**src/rtl/logic_unit_pkg.sv**
```systemverilog
// Shared types for the registered bitwise logic unit: op codes and per-beat status flags.
package logic_unit_pkg;

    typedef enum logic [2:0] {
        OP_AND  = 3'd0,
        OP_OR   = 3'd1,
        OP_NOT  = 3'd2,
        OP_NAND = 3'd3,
        OP_NOR  = 3'd4,
        OP_XOR  = 3'd5,
        OP_XNOR = 3'd6,
        OP_ILL  = 3'd7
    } op_e;

    // Flags travel with the data word; the data width is fixed per instance, so it lives beside this struct.
    typedef struct packed {
        logic zero;
        logic parity;
        logic err;
    } beat_flags_t;

    function automatic logic op_is_illegal(input logic [2:0] op);
        return op == OP_ILL;
    endfunction

endpackage

```
**src/rtl/logic_op_comb.sv**
```systemverilog
// Pure combinational gate array: applies the selected bitwise function and derives the beat flags.
module logic_op_comb
    import logic_unit_pkg::*;
#(
    parameter int WIDTH = 8
) (
    input  logic [2:0]       in_op,
    input  logic [WIDTH-1:0] in_a,
    input  logic [WIDTH-1:0] in_b,
    output logic [WIDTH-1:0] out_data,
    output beat_flags_t      out_flags
);

    logic [WIDTH-1:0] bit_res;

    generate
        for (genvar gi = 0; gi < WIDTH; gi++) begin : g_bit
            always_comb begin
                bit_res[gi] = 1'b0;
                case (op_e'(in_op))
                    OP_AND:  bit_res[gi] = in_a[gi] & in_b[gi];
                    OP_OR:   bit_res[gi] = in_a[gi] | in_b[gi];
                    OP_NOT:  bit_res[gi] = ~in_a[gi];
                    OP_NAND: bit_res[gi] = ~(in_a[gi] & in_b[gi]);
                    OP_NOR:  bit_res[gi] = ~(in_a[gi] | in_b[gi]);
                    OP_XOR:  bit_res[gi] = in_a[gi] ^ in_b[gi];
                    OP_XNOR: bit_res[gi] = ~(in_a[gi] ^ in_b[gi]);
                    default: bit_res[gi] = 1'b0;
                endcase
            end
        end
    endgenerate

    // Illegal op already yields an all-zero word, so zero/parity fall out of the generic reduction.
    always_comb begin
        out_data         = bit_res;
        out_flags.zero   = (bit_res == '0);
        out_flags.parity = ^bit_res;
        out_flags.err    = op_is_illegal(in_op);
    end

endmodule

```
**src/rtl/logic_unit_pipe.sv**
```systemverilog
// Registered bitwise logic unit with valid/ready handshake, output register plus skid register,
// and a saturating completed-transfer counter.
module logic_unit_pipe
    import logic_unit_pkg::*;
#(
    parameter int WIDTH = 8,
    parameter int CNT_W = 16
) (
    input  logic             clk,
    input  logic             rst_n,
    input  logic             in_valid,
    output logic             in_ready,
    input  logic [2:0]       in_op,
    input  logic [WIDTH-1:0] in_a,
    input  logic [WIDTH-1:0] in_b,
    output logic             out_valid,
    input  logic             out_ready,
    output logic [WIDTH-1:0] out_data,
    output logic             out_zero,
    output logic             out_parity,
    output logic             out_err,
    input  logic             cnt_clr,
    output logic [CNT_W-1:0] done_cnt
);

    localparam logic [CNT_W-1:0] CNT_MAX = '1;

    logic [WIDTH-1:0] new_data;
    beat_flags_t      new_flags;

    logic             or_valid_reg;
    logic [WIDTH-1:0] or_data_reg;
    beat_flags_t      or_flags_reg;
    logic             sk_valid_reg;
    logic [WIDTH-1:0] sk_data_reg;
    beat_flags_t      sk_flags_reg;
    logic [CNT_W-1:0] done_cnt_reg;

    logic accept;
    logic drain;

    logic_op_comb #(
        .WIDTH(WIDTH)
    ) u_op (
        .in_op    (in_op),
        .in_a     (in_a),
        .in_b     (in_b),
        .out_data (new_data),
        .out_flags(new_flags)
    );

    // in_ready comes straight from the skid flop, so there is no input-to-ready combinational path.
    assign in_ready = ~sk_valid_reg;
    assign accept   = in_valid & in_ready;
    assign drain    = or_valid_reg & out_ready;

    always_ff @(posedge clk or negedge rst_n) begin
        if (!rst_n) begin
            or_valid_reg <= 1'b0;
            or_data_reg  <= '0;
            or_flags_reg <= '0;
            sk_valid_reg <= 1'b0;
            sk_data_reg  <= '0;
            sk_flags_reg <= '0;
        end else if (drain) begin
            if (sk_valid_reg) begin
                or_data_reg  <= sk_data_reg;
                or_flags_reg <= sk_flags_reg;
                sk_valid_reg <= 1'b0;
            end else if (accept) begin
                or_data_reg  <= new_data;
                or_flags_reg <= new_flags;
            end else begin
                or_valid_reg <= 1'b0;
            end
        end else if (accept) begin
            if (!or_valid_reg) begin
                or_valid_reg <= 1'b1;
                or_data_reg  <= new_data;
                or_flags_reg <= new_flags;
            end else begin
                sk_valid_reg <= 1'b1;
                sk_data_reg  <= new_data;
                sk_flags_reg <= new_flags;
            end
        end
    end

    // Clear takes priority over a coincident handshake.
    always_ff @(posedge clk or negedge rst_n) begin
        if (!rst_n) begin
            done_cnt_reg <= '0;
        end else if (cnt_clr) begin
            done_cnt_reg <= '0;
        end else if (drain && done_cnt_reg != CNT_MAX) begin
            done_cnt_reg <= done_cnt_reg + 1'b1;
        end
    end

    assign out_valid  = or_valid_reg;
    assign out_data   = or_data_reg;
    assign out_zero   = or_flags_reg.zero;
    assign out_parity = or_flags_reg.parity;
    assign out_err    = or_flags_reg.err;
    assign done_cnt   = done_cnt_reg;

endmodule

```
**config.mk**
```make
export PLATFORM = sky130hd
export DESIGN_NAME = logic_unit_pipe
export DESIGN_NICKNAME = d
export VERILOG_FILES = /design/src/rtl/logic_unit_pkg.sv /design/src/rtl/logic_op_comb.sv /design/src/rtl/logic_unit_pipe.sv
export SDC_FILE = /design/constraint.sdc
export NUM_CORES = 1
export LEC_CHECK = 0
export CAP_MARGIN = 20
export CORE_MARGIN = 1
export CORE_UTILIZATION = 49
export CTS_BUF_LIST = sky130_fd_sc_hd__clkbuf_4
export DETAILED_ROUTE_END_ITERATION = 8
export GPL_TIMING_DRIVEN = 0
export PLACE_DENSITY = 0.83
export SETUP_SLACK_MARGIN = 0.05
export SLEW_MARGIN = 20
export SYNTH_ARGS = -nofsm -noshare
export SYNTH_HDL_FRONTEND = slang
export SYNTH_SLANG_ARGS = --single-unit
```
**constraint.sdc**
```tcl
create_clock -name clk -period 1.6 [get_ports clk]
set_clock_uncertainty 0.05 [all_clocks]
set_input_delay 0.48 -clock clk [delete_from_list [all_inputs] [get_ports clk]]
set_output_delay 0.48 -clock clk [all_outputs]
set_load 0.05 [all_outputs]
```
## Word-level counts from Yosys, hierarchy flattened

Index checks and enable logic that the tools add are counted.

- Memory bits (read-only): 0
- Word-level logic and storage cells: 122
- Memories kept: 0
- Input port bits: 24
- Bits in writable memories: 0
- Latch bits: 0
- Flip-flop bits (word level): 40
- Output and inout port bits: 29

- Bitwise operators: 60
- $add $sub $neg: 1
- Shift operators: 0
- Order comparisons: 0
- Divide/modulo/power cells: 0
- Mux-type cells: 27
- Equality and inequality tests: 11
- Reductions and logical operators: 12
- Multipliers: 0

Operators with widths:

| kind | count |
|---|---|
| case mux 1 bit (7 select lines) | 8 |
| two-way mux 8 bit | 5 |
| NOT 1 bit | 34 |
| two-way mux 16 bit | 2 |
| adder 16 x 1 -> 16 bit, second input constant | 1 |
| != test 16 bit, second input constant | 1 |
| two-way mux 3 bit | 5 |
| == test 3 bit, second input constant | 4 |
| AND 1 bit | 10 |
| AND reduction 3 bit | 3 |
| zero test 8 bit | 1 |
| bitwise OR 1 bit | 8 |
| nonzero test 2 bit | 4 |
| XOR reduction 8 bit | 1 |
| XOR 1 bit | 8 |
| two-way mux 1 bit | 7 |
| == test 3 x 2 -> 1 bit, second input constant | 2 |
| != test 2 bit, second input constant | 2 |
| == test 3 x 1 -> 1 bit, second input constant | 1 |
| zero test 3 bit | 1 |
| != test 2 x 1 -> 1 bit, second input constant | 1 |
| AND reduction 2 bit | 1 |
| logical AND 1 bit | 1 |

## Longest topological paths before layout

- Depth in word-level cells: 7
- Mapped depth: 12
- Depth with buffers taken out: 12

## Hierarchy

A second synthesis with hierarchy kept.

- Cell total of the unflattened synthesis: 323
- Area, all modules: 2987.9 um2

Modules (own cells, without submodules):

| module | sequential area each (um2) | cells an instance | area each (um2) | instances |
|---|---|---|---|---|
| logic_unit_pipe | 1001.0 | 187 | 1996.9 | 1 |
| logic_op_comb | 0.0 | 136 | 991.0 | 1 |

## Worst setup path before layout

Ideal clock, no wire load.

- Path kind: input to register
- From: input in_op[1]
- To: register or_flags_reg, in the netlist out_parity
- Path buffers: 2
- Data arrival time: 2247 ps
- Cell stages on the path: 11
- Library setup time: 136 ps
- Path slack: -833 ps
- Required time: 1414 ps
- Cells stage by stage: buf_2 buf_2 mux2i_1 nor2_1 a221oi_1 ha_1 xnor2_1 xnor2_1 nor2_1 a21oi_1 o21ai_0

- Word-level cells in the longest chain between the ends: 6
- Elaborated cells on any way between the ends: 21
- Those cells by class: 6 x eq/ne; 13 x mux; 2 x reduce/logical

RTL lines:

| element | RTL line | text |
|---|---|---|
| start: declaration | logic_unit_pipe.sv:13 | `input logic [2:0] in_op,` |
| == test 3 bit (tied with other cells) | logic_op_comb.sv:20 | `case (op_e'(in_op))` |
| case mux 1 bit (7 select lines) | logic_op_comb.sv:20 |  |
| XOR reduction 8 bit * | logic_op_comb.sv:38 | `out_flags.parity = ^bit_res;` |
| two-way mux 3 bit (on tied branches) | logic_unit_pipe.sv:77, logic_unit_pipe.sv:70 |  |
| two-way mux 3 bit (on tied branches) | logic_unit_pipe.sv:76, logic_unit_pipe.sv:66 |  |
| two-way mux 3 bit * | logic_unit_pipe.sv:65 | `end else if (drain) begin` |
| end signal: assignment | logic_unit_pipe.sv:68 | `or_flags_reg <= sk_flags_reg;` |
| end signal: assignment | logic_unit_pipe.sv:72 | `or_flags_reg <= new_flags;` |
| end signal: assignment | logic_unit_pipe.sv:80 | `or_flags_reg <= new_flags;` |
| end: declaration | logic_unit_pipe.sv:33 | `beat_flags_t or_flags_reg;` |

Every way passes the cells marked *; elsewhere a longest branch is shown, timed or not. The select of a mux whose other input is x is not followed.
A chain may end at the register's enable or synchronous reset.

## Worst setup path after layout

- From: input in_b[2]
- To: register or_flags_reg, in the netlist out_parity

- Word-level cells in the longest chain between the ends: 7
- Elaborated cells on any way between the ends: 13
- Those cells by class: 6 x mux; 6 x bitwise; 1 x reduce/logical

RTL lines:

| element | RTL line | text |
|---|---|---|
| start: declaration | logic_unit_pipe.sv:15 | `input logic [WIDTH-1:0] in_b,` |
| XOR 1 bit (tied with other cells) | logic_op_comb.sv:26, logic_op_comb.sv:27 |  |
| NOT 1 bit (on tied branches) | logic_op_comb.sv:27, logic_op_comb.sv:24, logic_op_comb.sv:25 |  |
| case mux 1 bit (7 select lines) * | logic_op_comb.sv:20 |  |
| XOR reduction 8 bit * | logic_op_comb.sv:38 |  |
| two-way mux 3 bit (on tied branches) | logic_unit_pipe.sv:77, logic_unit_pipe.sv:70 |  |
| two-way mux 3 bit (on tied branches) | logic_unit_pipe.sv:76, logic_unit_pipe.sv:66 |  |
| two-way mux 3 bit * | logic_unit_pipe.sv:65 |  |

Marks and branches as above.

==> impl_results.md <==
- Fraction of layout instances using a drive strength above 1: 0.566
- Max FFs per register: 16
- Hold Crit Depth: 2
- Syn avg cell area: 8.59 um^2
- Core Util, Final: 0.863
- P_leak: 0.00198 uW
- Ant diodes: 0
- Worst path cell trace: buf_6 -> inv_6 -> ha_4 -> inv_2 -> mux2i_1 -> nor2_1 -> a221oi_2 -> ha_1 -> xnor2_2 -> xnor2_2 -> nor2_1 -> a21oi_2 -> o21ai_1
- RSZ-0062 raised after global routing: true
- Cell family with most CP delay: adder cells
- Top layer used by detailed routing: met4
- Post-Syn Area: 2750 um^2
- Crit path launch type: primary input
- Final worst path period share: 1.37
- #FFs+latches synth: 40
- Synth top area cells: dfrtp_1 (36%), ha_1 (10%), nor2_1 (5.5%)
- Failing checks: negative setup slack
- Clock Sinks: 40
- CP Launch Point: in_b[2]
- DR WL/cell: 20.6 um
- Die H: 76.9 um
- Crit path DAT: 2.38 ns
- Clk buf depth: 2
- Minimum hold slack: 0.445 ns
- Setup TNS: -4.58 ns
- Mapped Nets: 366
- Total track usage: 0.281
- R2R Path Start: sk_valid_reg
- First-pass GRT wire length: 13300 um
- CTS buffer count: 5
- Met3 Routed Length: 752 um
- Async S/R FF share, synth: 1.00
- Peak Freq: 457 MHz
- Final Cell Area: 4520 um^2
- Reg2reg setup slack: -0.32 ns
- Crit-path slowest cell: ha_1
- Largest family of logic cells by synthesized area: simple AND/OR/NAND/NOR gates
- Drt pass-1 iters: 5
- Clock latency at the later pin of the worst-skew pair: 0.37 ns
- DRC: 0
- Vias in the first global route: 2810
- Adder-cell share of the synthesized area: 0.100
- Distinct cells, synth: 46
- CP endpoint kind: register
- HP Class: reg2reg
- Simple-gate area share of the yosys netlist: 0.202
- # nets final: 478
- PnR worst setup slack: -0.588 ns
- Finish-stage setup viols: 28
- Io pins: 53
- Seq/Total Area, Yosys: 0.364
- Hold path start: out_zero
- 1st-iter DRT viols: 363
- Die Wd: 76.9 um
- Post-Syn Instances: 320
- Synth Area in XOR/XNOR: 0.0478
- H-tree levels: 2
- Routed Antenna Nets: 0
- FF-to-FF path depth: 7
- Post-synth top cells: dfrtp_1 (40), nor2_1 (40), nand2_1 (32)
- Area after DPL: 3670 um^2
- Row count: 26
- Met2 WL: 5080 um
- Share of the synthesized area in the top cell type: 0.364
- Min Tclk post-route: 2.19 ns
- Area delta synth->final: 64.4%
- Routed wire length: 10400 um
- Reg clk slew, reported paths: 0.11 ns
- Max-cap violations: 0
- Die footprint: 5910 um^2
- Overall Power: 4940 uW
- Sum of buffers and inverters on the critical path: 3
- CTS tree: built
- Port bufs: 50
- Required @ worst endpoint: 1.79 ns
- Core area: 5240 um^2
- Top_reg_cell synth: dfrtp_1
- Met1 wire length: 3960 um
- Post-synth EDFFs: 0
- Synth area leader: dfrtp_1
- Vias: 3181
- CTS root buffer: clkbuf_4
- Worst Hold Path EP: out_zero
- Synth warnings: 0
- CP Max Fanout: 2
- Max_slew headroom: 0.654
- Worst reg2reg endpoint: out_data[3]
- Vias per cell: 6.32
- Synth Area in Compound Gates: 0.187
- Worst-margin pin slew: 0.519 ns
- Routability cong.: 0.871
- Outcome: finished, violations left
- Starting Density: 0.525
- Post-synthesis mux area share: 0.0332
- Fill cell count: 248
- Grt ovf: 0
- Maximum vdd ir drop: 0.870 mV
- Final hold vios: 0
- Detailed Place HPWL: 5080 um
- Slew Viols, Final: 0
- Largest net degree at the start of global routing: 30
- Initial antenna violation count: 0
- Pwr dens: 1090 nW/um^2
- Kind of critical path: in2reg
- CP peak stage delay: 0.32 ns
power by group:
group          leakage [uW]  switching [uW]  internal, uW  total, uW
clock             0.0000361             366           206        572
sequential         0.000491             228          1300       1530
combinational       0.00145            1710          1120       2840
layout make-up:
type / instances / area, um^2 / area share
multi-input cells: 240 / 2100 / 0.466
flip-flops and latches: 40 / 1020 / 0.226
repair buffers: 108 / 985 / 0.218
plain buffers: 14 / 150 / 0.0332
inverters: 23 / 113 / 0.0249
well taps: 70 / 87.6 / 0.0194
clock buffers: 7 / 52.6 / 0.0116
clock inverters: 1 / 5.00 / 0.00111
cells by family after synthesis:
| group | count (synthesis) |
|---|---|
| AND/OR/NAND/NOR | 112 |
| multiplexers | 9 |
| flip-flops | 40 |
| buffers and inverters | 40 |
| AO/OA/AOI/OAI | 82 |
| XOR/XNOR | 15 |
| adder cells (fa/ha/maj) | 22 |
placed cells by master (no fill, tap or decap), drive strengths merged, types with 3 or more instances in the layout:
cell type	n
buf	104
nor2	41
dfrtp	40
nand2	34
o21ai	25
inv	22
ha	22
a21oi	20
clkbuf	19
o22ai	19
xnor2	13
mux2i	8
nand3	7
nand2b	5
nor3	5
a221oi	4
a211oi	4
o221ai	3
nand3b	3
and3	3
a31oi	3
nor4	3
nand4	3
metrics by stage:
step | setup slack [ns] | cells
finish | -0.588 | 503
global route | -0.668 | 503
CTS | -0.490 | 482
detailed placement | -1.68 | 441
global placement | -1.60 | 440
floorplan | -0.579 | 320
worst max-delay path by stage:
stage,slack [ns],cells past startpoint,end
floorplan,-0.58,12,out_parity
global placement,-1.60,12,out_parity
detailed placement,-1.68,12,out_parity
CTS,-0.49,11,out_parity
global route,-0.67,13,out_parity
finish,-0.59,13,out_parity
worst min-delay path, cell delays in order (launching register included):
cell and delay, ns:
dfrtp_1 0.36, nand2_1 0.05, o21ai_1 0.06
per-layer routing:
layer	global-route usage	up-vias
li1	-	1347
met1	0.342	1531
met2	0.488	237
met3	0.0405	66
met4	0.131	0
met5	0	-
timing repair:
action	in CTS	in global routing
buffers inserted	31	23
resized for setup	291	78
gates cloned	2	0
endpoints found under the hold margin	11	0
hold buffers	1	0
pin swaps	40	38
setup endpoints to repair	69	56
(Power assumes the default switching activity.)
